===== config.mk =====
export PLATFORM = sky130hd
export DESIGN_NAME = console_writer
export DESIGN_NICKNAME = d
export VERILOG_FILES = /design/src/rtl/console_pkg.sv /design/src/rtl/console_addr.sv /design/src/rtl/console_writer.sv
export SDC_FILE = /design/constraint.sdc
export NUM_CORES = 1
export LEC_CHECK = 0
export ABC_AREA = 1
export CORE_MARGIN = 2
export CORE_UTILIZATION = 60
export CTS_BUF_LIST = sky130_fd_sc_hd__clkbuf_16
export CTS_CLUSTER_DIAMETER = 50
export DETAILED_ROUTE_END_ITERATION = 6
export GPL_TIMING_DRIVEN = 0
export HOLD_SLACK_MARGIN = 0.1
export MAX_ROUTING_LAYER = met4
export PLACE_DENSITY = 0.85
export SKIP_CTS_REPAIR_TIMING = 1
export SYNTH_ARGS = -nofsm -noshare
export SYNTH_HDL_FRONTEND = slang
export SYNTH_SLANG_ARGS = --single-unit

===== constraint.sdc =====
create_clock -name clk -period 10.1 [get_ports clk]
set_input_delay 2.525 -clock clk [delete_from_list [all_inputs] [get_ports clk]]
set_output_delay 2.525 -clock clk [all_outputs]
set_load 0.02 [all_outputs]

===== src/rtl/console_pkg.sv =====
// Shared geometry, control codes and FSM encoding for the text console.
// console_driver reuses COLS/ROWS and console_addr for its read path.
package console_pkg;

  localparam int unsigned COLS  = 80;
  localparam int unsigned ROWS  = 30;
  localparam int unsigned CELLS = COLS * ROWS;

  localparam int unsigned AW = 13;  // char RAM address width
  localparam int unsigned CW = 7;   // column width
  localparam int unsigned RW = 5;   // row width
  localparam int unsigned NW = 12;  // clear counter width, holds CELLS-1

  localparam logic [7:0] BLANK = 8'h20;

  localparam logic [7:0] CH_BS = 8'h08;
  localparam logic [7:0] CH_LF = 8'h0A;
  localparam logic [7:0] CH_FF = 8'h0C;
  localparam logic [7:0] CH_CR = 8'h0D;

  localparam logic [1:0] ST_IDLE      = 2'd0;
  localparam logic [1:0] ST_CLEAR_ROW = 2'd1;
  localparam logic [1:0] ST_CLEAR_ALL = 2'd2;

  function automatic logic is_printable(input logic [7:0] b);
    return (b >= 8'h20) && (b <= 8'h7E);
  endfunction

endpackage


===== src/rtl/console_addr.sv =====
// Maps a logical (topRow, row, col) to a char RAM address, wrapping the
// physical row modulo ROWS so scrolling is a pure topRow rotation.
module console_addr
  import console_pkg::*;
(
  input  logic [RW-1:0] top_i,
  input  logic [RW-1:0] row_i,
  input  logic [CW-1:0] col_i,
  output logic [AW-1:0] addr_o
);

  localparam logic [RW:0] RowsW = RW'(ROWS);

  logic [RW:0]   sum;
  logic [RW:0]   diff;
  logic [RW-1:0] phys;

  always_comb begin
    sum  = {1'b0, top_i} + {1'b0, row_i};
    diff = sum - RowsW;
    phys = (sum >= RowsW) ? diff[RW-1:0] : sum[RW-1:0];
    addr_o = AW'(phys) * AW'(COLS) + AW'(col_i);
  end

endmodule


===== src/rtl/console_writer.sv =====
// Text-mode writer: decodes a host byte stream into char RAM writes, tracks
// the cursor and scrolls by rotating topRow with a bottom-row clear.
module console_writer
  import console_pkg::*;
(
  input  logic          clk,
  input  logic          rst,
  input  logic [7:0]    inData,
  input  logic          inValid,
  output logic          inReady,
  output logic [AW-1:0] addrWChar,
  output logic [7:0]    dataWChar,
  output logic          weChar,
  output logic [CW-1:0] cursorCol,
  output logic [RW-1:0] cursorRow,
  output logic [RW-1:0] topRow,
  output logic          busy
);

  logic [1:0]    state_q, state_d;
  logic [NW-1:0] cnt_q, cnt_d;
  logic [CW-1:0] col_q, col_d;
  logic [RW-1:0] row_q, row_d;
  logic [RW-1:0] top_q, top_d;
  logic          we_q, we_d;
  logic [AW-1:0] addr_q, addr_d;
  logic [7:0]    data_q, data_d;

  logic          accept;
  logic          newline;
  logic [RW-1:0] a_row;
  logic [CW-1:0] a_col;
  logic [AW-1:0] cell_addr;

  assign accept = inValid && (state_q == ST_IDLE);

  // CLEAR_ROW runs after topRow has advanced, so ROWS-1 is the new bottom row.
  always_comb begin
    a_row = row_q;
    a_col = col_q;
    if (state_q == ST_CLEAR_ROW) begin
      a_row = RW'(ROWS - 1);
      a_col = cnt_q[CW-1:0];
    end else if (inData == CH_BS) begin
      a_col = col_q - 1'b1;
    end
  end

  console_addr u_addr (
    .top_i  (top_q),
    .row_i  (a_row),
    .col_i  (a_col),
    .addr_o (cell_addr)
  );

  always_comb begin
    state_d = state_q;
    cnt_d   = cnt_q;
    col_d   = col_q;
    row_d   = row_q;
    top_d   = top_q;
    we_d    = 1'b0;
    addr_d  = addr_q;
    data_d  = data_q;
    newline = 1'b0;

    case (state_q)
      ST_IDLE: begin
        if (accept) begin
          if (is_printable(inData)) begin
            we_d   = 1'b1;
            data_d = inData;
            addr_d = cell_addr;
            if (col_q == CW'(COLS - 1)) begin
              col_d   = '0;
              newline = 1'b1;
            end else begin
              col_d = col_q + 1'b1;
            end
          end else begin
            case (inData)
              CH_CR: col_d = '0;
              CH_LF: begin
                col_d   = '0;
                newline = 1'b1;
              end
              CH_BS: begin
                if (col_q != '0) begin
                  col_d  = col_q - 1'b1;
                  we_d   = 1'b1;
                  data_d = BLANK;
                  addr_d = cell_addr;
                end
              end
              CH_FF: begin
                state_d = ST_CLEAR_ALL;
                cnt_d   = '0;
                col_d   = '0;
                row_d   = '0;
                top_d   = '0;
              end
              default: ;
            endcase
          end

          if (newline) begin
            if (row_q != RW'(ROWS - 1)) begin
              row_d = row_q + 1'b1;
            end else begin
              top_d   = (top_q == RW'(ROWS - 1)) ? '0 : top_q + 1'b1;
              state_d = ST_CLEAR_ROW;
              cnt_d   = '0;
            end
          end
        end
      end

      ST_CLEAR_ROW: begin
        we_d   = 1'b1;
        data_d = BLANK;
        addr_d = cell_addr;
        if (cnt_q == NW'(COLS - 1)) begin
          state_d = ST_IDLE;
          cnt_d   = '0;
        end else begin
          cnt_d = cnt_q + 1'b1;
        end
      end

      ST_CLEAR_ALL: begin
        we_d   = 1'b1;
        data_d = BLANK;
        addr_d = AW'(cnt_q);
        if (cnt_q == NW'(CELLS - 1)) begin
          state_d = ST_IDLE;
          cnt_d   = '0;
        end else begin
          cnt_d = cnt_q + 1'b1;
        end
      end

      default: begin
        state_d = ST_CLEAR_ALL;
        cnt_d   = '0;
      end
    endcase
  end

  always_ff @(posedge clk or posedge rst) begin
    if (rst) begin
      state_q <= ST_CLEAR_ALL;
      cnt_q   <= '0;
      col_q   <= '0;
      row_q   <= '0;
      top_q   <= '0;
      we_q    <= 1'b0;
      addr_q  <= '0;
      data_q  <= '0;
    end else begin
      state_q <= state_d;
      cnt_q   <= cnt_d;
      col_q   <= col_d;
      row_q   <= row_d;
      top_q   <= top_d;
      we_q    <= we_d;
      addr_q  <= addr_d;
      data_q  <= data_d;
    end
  end

  assign inReady   = (state_q == ST_IDLE);
  assign busy      = ~inReady;
  assign weChar    = we_q;
  assign addrWChar = addr_q;
  assign dataWChar = data_q;
  assign cursorCol = col_q;
  assign cursorRow = row_q;
  assign topRow    = top_q;

endmodule

### After elaboration in Yosys (flattened, before gate mapping)

Index checks and enable logic that the tools add are counted.

| operators by class | value |
|---|---|
| muxes and demuxes | 53 |
| reductions and logical operators | 14 |
| $lt $le $gt $ge | 3 |
| bitwise gates (word level) | 1 |
| equality and inequality tests | 17 |
| multiply operators | 1 |
| add/sub/neg operators | 8 |

Operators with widths:

| operator | number |
|---|---|
| two-way mux 12 bit | 7 |
| two-way mux 5 bit | 11 |
| two-way mux 13 bit | 4 |
| case mux 13 bit (3 select lines) | 1 |
| case mux 12 bit (3 select lines) | 1 |
| two-way mux 7 bit | 5 |
| == test 8 x 4 -> 1 bit (second input constant) | 4 |
| two-way mux 8 bit | 4 |
| case mux 8 bit (2 select lines) | 1 |
| two-way mux 2 bit | 7 |
| case mux 7 bit (2 select lines) | 1 |
| adder 12 x 7 -> 13 bit | 1 |
| adder 12 x 1 -> 12 bit (second input constant) | 1 |
| == test 12 bit (second input constant) | 1 |
| == test 12 x 7 -> 1 bit (second input constant) | 1 |
| AND reduction 4 bit | 3 |
| adder 5 x 1 -> 5 bit (second input constant) | 2 |
| two-way mux 1 bit | 9 |
| != test 3 x 1 -> 1 bit (second input constant) | 3 |
| greater-or-equal comparator 8 x 6 -> 1 bit (second input constant) | 1 |
| less-or-equal comparator 8 x 7 -> 1 bit (second input constant) | 1 |
| multiplier 5 x 3 -> 8 bit (second input constant) | 1 |
| adder 7 x 1 -> 7 bit (second input constant) | 1 |
| == test 7 bit (second input constant) | 1 |
| 22 further kinds | 25 |

| storage, ports and cells | value |
|---|---|
| output and inout port bits | 41 |
| bits in registers | 53 |

### Logic depth before layout (Yosys ltp)

Gate-level depths: netlist of the first run.

| logic depth | value |
|---|---|
| depth in word-level cells | 12 |
| depth in mapped cells | 29 |
| mapped depth without buffers | 29 |

### Modules after synthesis

From an unflattened synthesis of the first run, not the netlist that was laid out.

| second synthesis, totals | value |
|---|---|
| cells, all modules | 700 |
| area total of the unflattened synthesis | 4,789.6 um^2 |

By module, submodules not included:

| module | seq. area each (um^2) | cells an instance | area an instance (um^2) | instances |
|---|---|---|---|---|
| console_writer | 1,327.5 | 576 | 4,005.1 | 1 |
| console_addr | 0.0 | 124 | 784.5 | 1 |

### Worst setup path before layout of the first run

No wires, ideal clock.

| timing path | value |
|---|---|
| path kind | input to register |
| from | in inData[4] |
| to | reg addr_q[11], in the netlist addrWChar[11] |
| setup slack | 5.274 ns |
| stages | 19 |
| path buffers | 0 |
| required time | 9.984 ns |
| arrival time | 4.709 ns |
| path through | nor4_4 > and2_1 > nand2_1 > a21oi_1 > o21ai_0 > o21ai_0 > inv_1 > ha_1 > a21oi_1 > nor2_1 > o21ai_0 > nor2_1 > inv_1 > nor2_1 > inv_1 > o211ai_1 > nand3_1 > nand2_1 > nand2_1 |

| between the ends | value |
|---|---|
| longest elaborated chain between the ends | 9 |
| elaborated cells between the ends (all ways) | 15 |
| those cells by class | add/sub (1); order compare (2); eq/ne (3); mux (7); reduce/logical (2) |

Ends and longest elaborated chain:

| what | line | source |
|---|---|---|
| start: declaration | console_writer.sv:8 | `input logic [7:0] inData,` |
| == test 8 x 4 -> 1 bit | console_writer.sv:44, console_writer.sv:81 |  |
| two-way mux 7 bit | console_writer.sv:44 | `end else if (inData == CH_BS) begin` |
| two-way mux 7 bit | console_writer.sv:41 | `if (state_q == ST_CLEAR_ROW) begin` |
| adder 12 x 7 -> 13 bit | console_addr.sv:22 | `addr_o = AW'(phys) * AW'(COLS) + AW'(col_i);` |
| two-way mux 13 bit | console_writer.sv:88 | `if (col_q != '0) begin` |
| two-way mux 13 bit | console_writer.sv:81 | `case (inData)` |
| two-way mux 13 bit | console_writer.sv:70 | `if (is_printable(inData)) begin` |
| two-way mux 13 bit | console_writer.sv:69 | `if (accept) begin` |
| case mux 13 bit (3 select lines) | console_writer.sv:67 | `case (state_q)` |
| end signal: assignment | console_writer.sv:166 | `addr_q <= addr_d;` |
| end: declaration | console_writer.sv:26 | `logic [AW-1:0] addr_q, addr_d;` |

Parallel ways exist; a longest one is shown, timed or not. The select of a mux whose other input is x is not followed.
A chain may end at the register's enable or synchronous reset.

### Worst setup path in the final report of the first run

Ends and elaborated chain as after synthesis.

==> results of run 1 <==
-- sequential cells by signal, indices dropped and copies added, names as in the netlist --
name / cells
weChar: 1
addrWChar: 13
cursorRow: 5
state_q: 2
cnt_q: 12
cursorCol: 7
dataWChar: 8
topRow: 5
-- worst min-delay path: stages, from the launching register on --
cell     delay [ns]
dfrtp_1        0.34
nand2_1        0.05
o31ai_1        0.06
-- cell families after synthesis --
kind of cell / share of synthesized area [%]
buffers and inverters: 8.83
flip-flops: 32.2
adder cells (fa/ha/maj): 9.65
XOR/XNOR: 2.97
AND/OR/NAND/NOR: 26.8
multiplexers: 0.516
AO/OA/AOI/OAI: 19.1
-- power by group through the flow --
| stage | registers [mW] | logic, mW | clock network, mW |
|---|---|---|---|
| final | 0.378 | 1.32 | 0.168 |
| after global routing | 0.389 | 1.48 | 0.178 |
| after CTS | 0.376 | 1.31 | 0.168 |
| after detailed placement | 0.379 | 1.30 | 0 |
| after global placement | 0.376 | 1.25 | 0 |
| after floorplan | 0.436 | 0.876 | 0 |
-- metrics by stage --
step / worst slack, ns / utilization [%]
detailed placement: 4.34 / 70.8
global route: 4.29 / 72.9
global placement: 4.41 / 70.5
finish: 4.61 / 72.9
CTS: 4.64 / 72.9
floorplan: 5.27 / -
-- synthesized netlist by cell type, types with 11 or more instances --
cell type | instances | area share, %
nand3_1 | 26 | 3.2
nand4_1 | 11 | 1.7
o21ai_0 | 54 | 6.6
a21oi_1 | 23 | 2.8
ha_1 | 27 | 8.2
dfrtp_1 | 52 | 32
o22ai_1 | 12 | 1.8
nand2_1 | 103 | 9.4
xor2_1 | 11 | 2.3
inv_1 | 73 | 6.6
nor2_1 | 52 | 4.7
nand2_2 | 11 | 1.7
-- layout by cell type, fill, tap and decap left out, types with 3 or more instances in the layout --
master and n:
clkdlybuf4s50_1 51, xor2_1 11, o22ai_1 12, buf_2 4
clkinv_1 3, nand2_1 103, a21oi_1 23, inv_1 72
inv_2 7, o31ai_1 3, o21ai_0 54, nor2_1 52
nand4_1 11, o21ai_1 6, nand3_1 26, clkbuf_16 5
nand2_2 11, xnor2_1 3, ha_1 27, nand3_2 6
dfrtp_1 52, o211ai_1 3, nor3_1 8, a31oi_2 8
fa_1 3
-- metal layers --
metal  up-vias  share of wire [%]  GRT usage (%)
li1       1942                  -              -
met3        36                4.6           3.89
met1      1877                 42           36.5
met5         -                  0              -
met4         0                3.3           11.5
met2       142                 50           48.7
-- area by class of cell --
class | count | area [um^2]
timing repair buffer | 52 | 531
multi-input combinational | 401 | 2430
inverter | 82 | 310
buffer | 9 | 53.8
tap | 80 | 100
sequential | 53 | 1330
clock inverter | 3 | 17.5
clock buffer | 5 | 125
fill | 533 | 1820
-- how the worst max path moves through the flow --
stage,end,slack [ns],depth (start not counted),start
global placement,addrWChar[11]$_DFFE_PP0P_,4.41,20,inData[4]
global route,addrWChar[11]$_DFFE_PP0P_,4.29,20,inData[4]
CTS,addrWChar[11]$_DFFE_PP0P_,4.64,20,inData[4]
finish,addrWChar[11]$_DFFE_PP0P_,4.61,20,inData[4]
floorplan,addrWChar[11]$_DFFE_PP0P_,5.27,19,inData[4]
detailed placement,addrWChar[11]$_DFFE_PP0P_,4.34,20,inData[4]
==> impl_metrics.toml, run 1 <==
[detailed_routing]
drc = 0
wl_per_cell_um = 15.0
viasPerCell = 5.84
vias = 3997
drtIter0Drc = 194
wirelength_mm = 10.2
firstDrtPassIters = 5
ant_nets = 0

[clock_network]
cts.path.max_buffers = 2
clkLatencyLatePin_ns = 0.29
cts_root_buf = "clkbuf_16"
tritoncts = "built"
cts.clk_slew.worst_paths_ns = 0.07
htree_levels = 2
clock_sink_count = 53
cts_made_buffers = 5

[power]
power_mw = 1.87
cell_internal_pwr_mw = 0.899
clockPowerShare_pct = 9.0
p_switching_mw = 0.967
swShare_pct = 51.8
combPwrFrac_pct = 70.8
leakage_nw = 2.27
p_per_area_nw_per_um2 = 381
vdd_drop_max_mv = 0.173
seqPwrFrac_pct = 20.2

[critical_path]
cp_num_buf_inv = 4
critical_path_required_ns = 10.29
cp_max_fo = 5
cpLargestDelayFamily = "simple AND/OR/NAND/NOR gates"
r2r-start = "state_q[1]$_DFFE_PP1P_"
cpPeakStageDelay_ns = 0.48
worst_r2r_endpoint = "addrWChar[11]$_DFFE_PP0P_"
critPathArrivalTime_ns = 5.68
start_kind = "input port"
crit_path_end_kind = "flop"
rr_worst_depth = 24
path_cells = "clkdlybuf4s50_1, nor4_4, and2_1, nand2_1, a21oi_1, o21ai_0, o21ai_0, inv_1, ha_1, a21oi_1, nor2_1, o21ai_0, nor2_1, inv_1, nor2_1, inv_1, o211ai_1, nand3_1, nand2_1, nand2_1"
cp_slowest_cell = "clkdlybuf4s50_1"
ff2ff_setup_slack_ns = 5.15
crit_type = "input port to flop"

[die]
dieArea_um2 = 7550
dieHeight_um = 86.9
die_x_um = 86.9
core_um2 = 6720
start_util_pct = 61.4
core.rowCount = 30
pin_count = 52

[sta]
finClkSkew_ns = 0.00939
fin_setup_tns_ns = 0
clock.fmax_mhz = 182
period_share_pct = 54.3
setup_viol = 0
worstMarginPinSlew_ns = 0.576
hold_viol = 0
slew_headroom_pct = 61.3
grt_setup_unrepaired = "no"
whs_ns = 0.486
period_needed_ns = 5.49
slew_viol_final = 0

[placed_design]
dpl-instance-area_um2 = 4750
routabilityCongestion = 0.954
hpwl_mm = 7.93
portBuffers = 51
place_inst = 677

[worst_hold_path]
hp-start = "dataWChar[3]$_DFFE_PP0P_"
hold_end = "dataWChar[3]$_DFFE_PP0P_"
hp-class = "flop to flop"
whs_path_depth = 2

[synth]
synth.yosys.seq_area_share_pct = 32.2
synthArstFlopShare_pct = 100
netlist-cell-type-count = 52
yosys_warnings = 0
synthCells = 545
ys.flop_type = "dfrtp_1"
syn-num-nets = 586
synth_edf_count = 0
avgSynthCellArea_um2 = 7.57
synth-seq-cells = 53
syn_area_um2 = 4120

[layout]
drive_above_1_share_pct = 11.2
area_delta_synth_final_pct = 18.8
fin_nets = 645
final_cell_area_um2 = 4900
diodes = 0
final_cells = 685

[flow_run]
drv_cap = 0

[global_routing]
grt_max_degree = 34
grt_pass1_wl_mm = 17.3
grt_pass1_vias = 3823
antenna_found_initial = 0
gr-total-overflow = 0
groute.usage.overall_pct = 29.4

[outcome]
outcome = "complete, no violations"
No activity file was read; power rests on OpenSTA's default activity.
==> run 2, diff against run 1 <==
--- a/config.mk
+++ b/config.mk
@@ -7,14 +7,14 @@
 export LEC_CHECK = 0
 export ABC_AREA = 1
 export CORE_MARGIN = 2
-export CORE_UTILIZATION = 60
+export CORE_UTILIZATION = 51
 export CTS_BUF_LIST = sky130_fd_sc_hd__clkbuf_16
 export CTS_CLUSTER_DIAMETER = 50
 export DETAILED_ROUTE_END_ITERATION = 6
 export GPL_TIMING_DRIVEN = 0
 export HOLD_SLACK_MARGIN = 0.1
 export MAX_ROUTING_LAYER = met4
-export PLACE_DENSITY = 0.85
+export PLACE_DENSITY = 0.77
 export SKIP_CTS_REPAIR_TIMING = 1
 export SYNTH_ARGS = -nofsm -noshare
 export SYNTH_HDL_FRONTEND = slang
==> constraint.sdc (replaced) <==
create_clock -name clk -period 4.4 [get_ports clk]
set_input_delay 1.1 -clock clk [delete_from_list [all_inputs] [get_ports clk]]
set_output_delay 1.1 -clock clk [all_outputs]
set_load 0.02 [all_outputs]
==> run 2 against run 1 <==
Register-to-register slack worse by 5.1 ns. Largest cell class unchanged. Cell area is 4.5% higher. Largest power group unchanged. Combinational power grew to 2.5 times the previous value. Clock power grew to 2.7 times the previous value. Critical path type is now flop to flop. Global-route usage fell by 4.5 points.
==> impl_metrics.toml, run 2 (synthesis gave the netlist of run 1 again) <==
[sta]
layout_setup_ws_ns = 0.0533
worstMarginPinSlew_ns = 0.645
finClkSkew_ns = 0.0107
setup_viol = 0
slew_headroom_pct = 56.6
slew_viol_final = 0
clock.fmax_mhz = 230
hold_viol = 0
whs_ns = 0.492
grt_setup_unrepaired = "yes"
period_needed_ns = 4.35
period_share_pct = 98.8

[power]
vdd_drop_max_mv = 0.423
cell_internal_pwr_mw = 2.32
p_switching_mw = 2.36
clockPowerShare_pct = 9.7
swShare_pct = 50.5
p_per_area_nw_per_um2 = 913
seqPwrFrac_pct = 18.7
leakage_nw = 2.34
power_mw = 4.67
combPwrFrac_pct = 71.6

[die]
dieHeight_um = 93.9
core_um2 = 7770
start_util_pct = 53.1
die_x_um = 93.9
pin_count = 52
core.rowCount = 32
dieArea_um2 = 8820

[detailed_routing]
met2_length_mm = 5.32
top_layer = "met4"
firstDrtPassIters = 4
vias = 4046
wl_per_cell_um = 14.9
wl_met3_um = 387
wirelength_mm = 10.7
wl_met1_mm = 4.81
drtIter0Drc = 249
drc = 0
ant_nets = 0
viasPerCell = 5.62

[clock_network]
cts_root_buf = "clkbuf_16"
tritoncts = "built"
cts_made_buffers = 5
cts.path.max_buffers = 2
clkLatencyLatePin_ns = 0.29
htree_levels = 2
clock_sink_count = 53
cts.clk_slew.worst_paths_ns = 0.07

[critical_path]
cpPeakStageDelay_ns = 0.58
cpLargestDelayFamily = "adder cells"
path_cells = "inv_2, ha_4, or2_4, ha_4, fa_2, inv_2, nor2_4, nand3_4, o21bai_4, xor2_2, inv_2, nor2_4, nor2_1, ha_2, fa_1, inv_2, nor2_1, inv_1, nor2_2, inv_1, o211ai_1, nand3_1, nand2_1, nand2_1"
cp_max_fo = 4
start_kind = "flop"
critical_path.most_common_cell = "inv_2"
critical_path_required_ns = 4.59
crit_type = "flop to flop"
critPathArrivalTime_ns = 4.54
crit_path_end_kind = "flop"
cp_num_buf_inv = 6
cp_slowest_cell = "fa_2"

[layout]
final_cells = 720
largest_reg_flops = 13
final_util_pct = 65.9
fin_nets = 658
layout_common_cells = "nand2_1, inv_1, o21ai_0"
diodes = 0
drive_above_1_share_pct = 16.0
fill_cells = 658
area_delta_synth_final_pct = 24.1
final_common_cell = "nand2_1"

[placed_design]
routabilityCongestion = 0.880
portBuffers = 51
hpwl_mm = 7.87
place_inst = 699
dpl_worst_slack_ns = -0.519

[flow_run]
drv_cap = 0

[global_routing]
groute.usage.overall_pct = 24.8
antenna_found_initial = 0
grt_max_degree = 36
grt_pass1_wl_mm = 17.2
grt_pass1_vias = 3836
gr-total-overflow = 0

[outcome]
outcome = "complete, no violations"

[worst_hold_path]
hp-class = "flop to flop"
## run 2: worst paths after layout
| check | startpoint | endpoint | slack (ns) | cells past startpoint |
|---|---|---|---|---|
| max in group asynchronous | rst | state_q[1]$_DFFE_PP1P_ | 2.66 | 3 |
| setup / recovery | state_q[1]$_DFFE_PP1P_ | addrWChar[11]$_DFFE_PP0P_ | 0.05 | 24 |
| hold reg to reg | addrWChar[10]$_DFFE_PP0P_ | addrWChar[10]$_DFFE_PP0P_ | 0.49 | 2 |
| setup reg to reg | state_q[1]$_DFFE_PP1P_ | addrWChar[11]$_DFFE_PP0P_ | 0.05 | 24 |
| min in group asynchronous | rst | addrWChar[5]$_DFFE_PP0P_ | 1.13 | 2 |
| hold / removal | addrWChar[10]$_DFFE_PP0P_ | addrWChar[10]$_DFFE_PP0P_ | 0.49 | 2 |
## run 2: layout make-up
type | count | area [um^2] | share of cell area (%)
plain buffers | 9 | 53.8 | 1.05
clock buffers | 5 | 125 | 2.44
clock inverters | 3 | 43.8 | 0.856
inverters | 82 | 310 | 6.06
multi-input cells | 401 | 2500 | 48.9
flip-flops and latches | 53 | 1330 | 25.9
well taps | 102 | 128 | 2.49
repair buffers | 65 | 628 | 12.3
## run 2: tightest hold or removal path: stages, from the launching register on
cell	delay, ns
dfrtp_1	0.35
nand2_1	0.06
nand2_1	0.05
## run 2: through the flow
step	TNS (ns)	instance area, um^2
after global routing	-0.456	5120
final	0	5120
after CTS	-1.91	4950
after floorplan	0	4120
after detailed placement	-1.71	4780
after global placement	-1.24	4760
## run 2: metal layers
layer  global-route usage [%]  vias up
met2                     42.6      114
met3                     3.05       20
met4                     7.97        0
li1                         -     1967
met5                        -        -
met1                     30.6     1945
## run 2: power groups by stage
| stage | clock, mW | sequential (mW) | combinational, mW |
|---|---|---|---|
| floorplan | 0 | 1.00 | 2.01 |
| global placement | 0 | 0.861 | 2.89 |
| detailed placement | 0 | 0.873 | 2.97 |
| CTS | 0.462 | 0.867 | 2.99 |
| global route | 0.477 | 0.897 | 3.74 |
| finish | 0.454 | 0.872 | 3.35 |
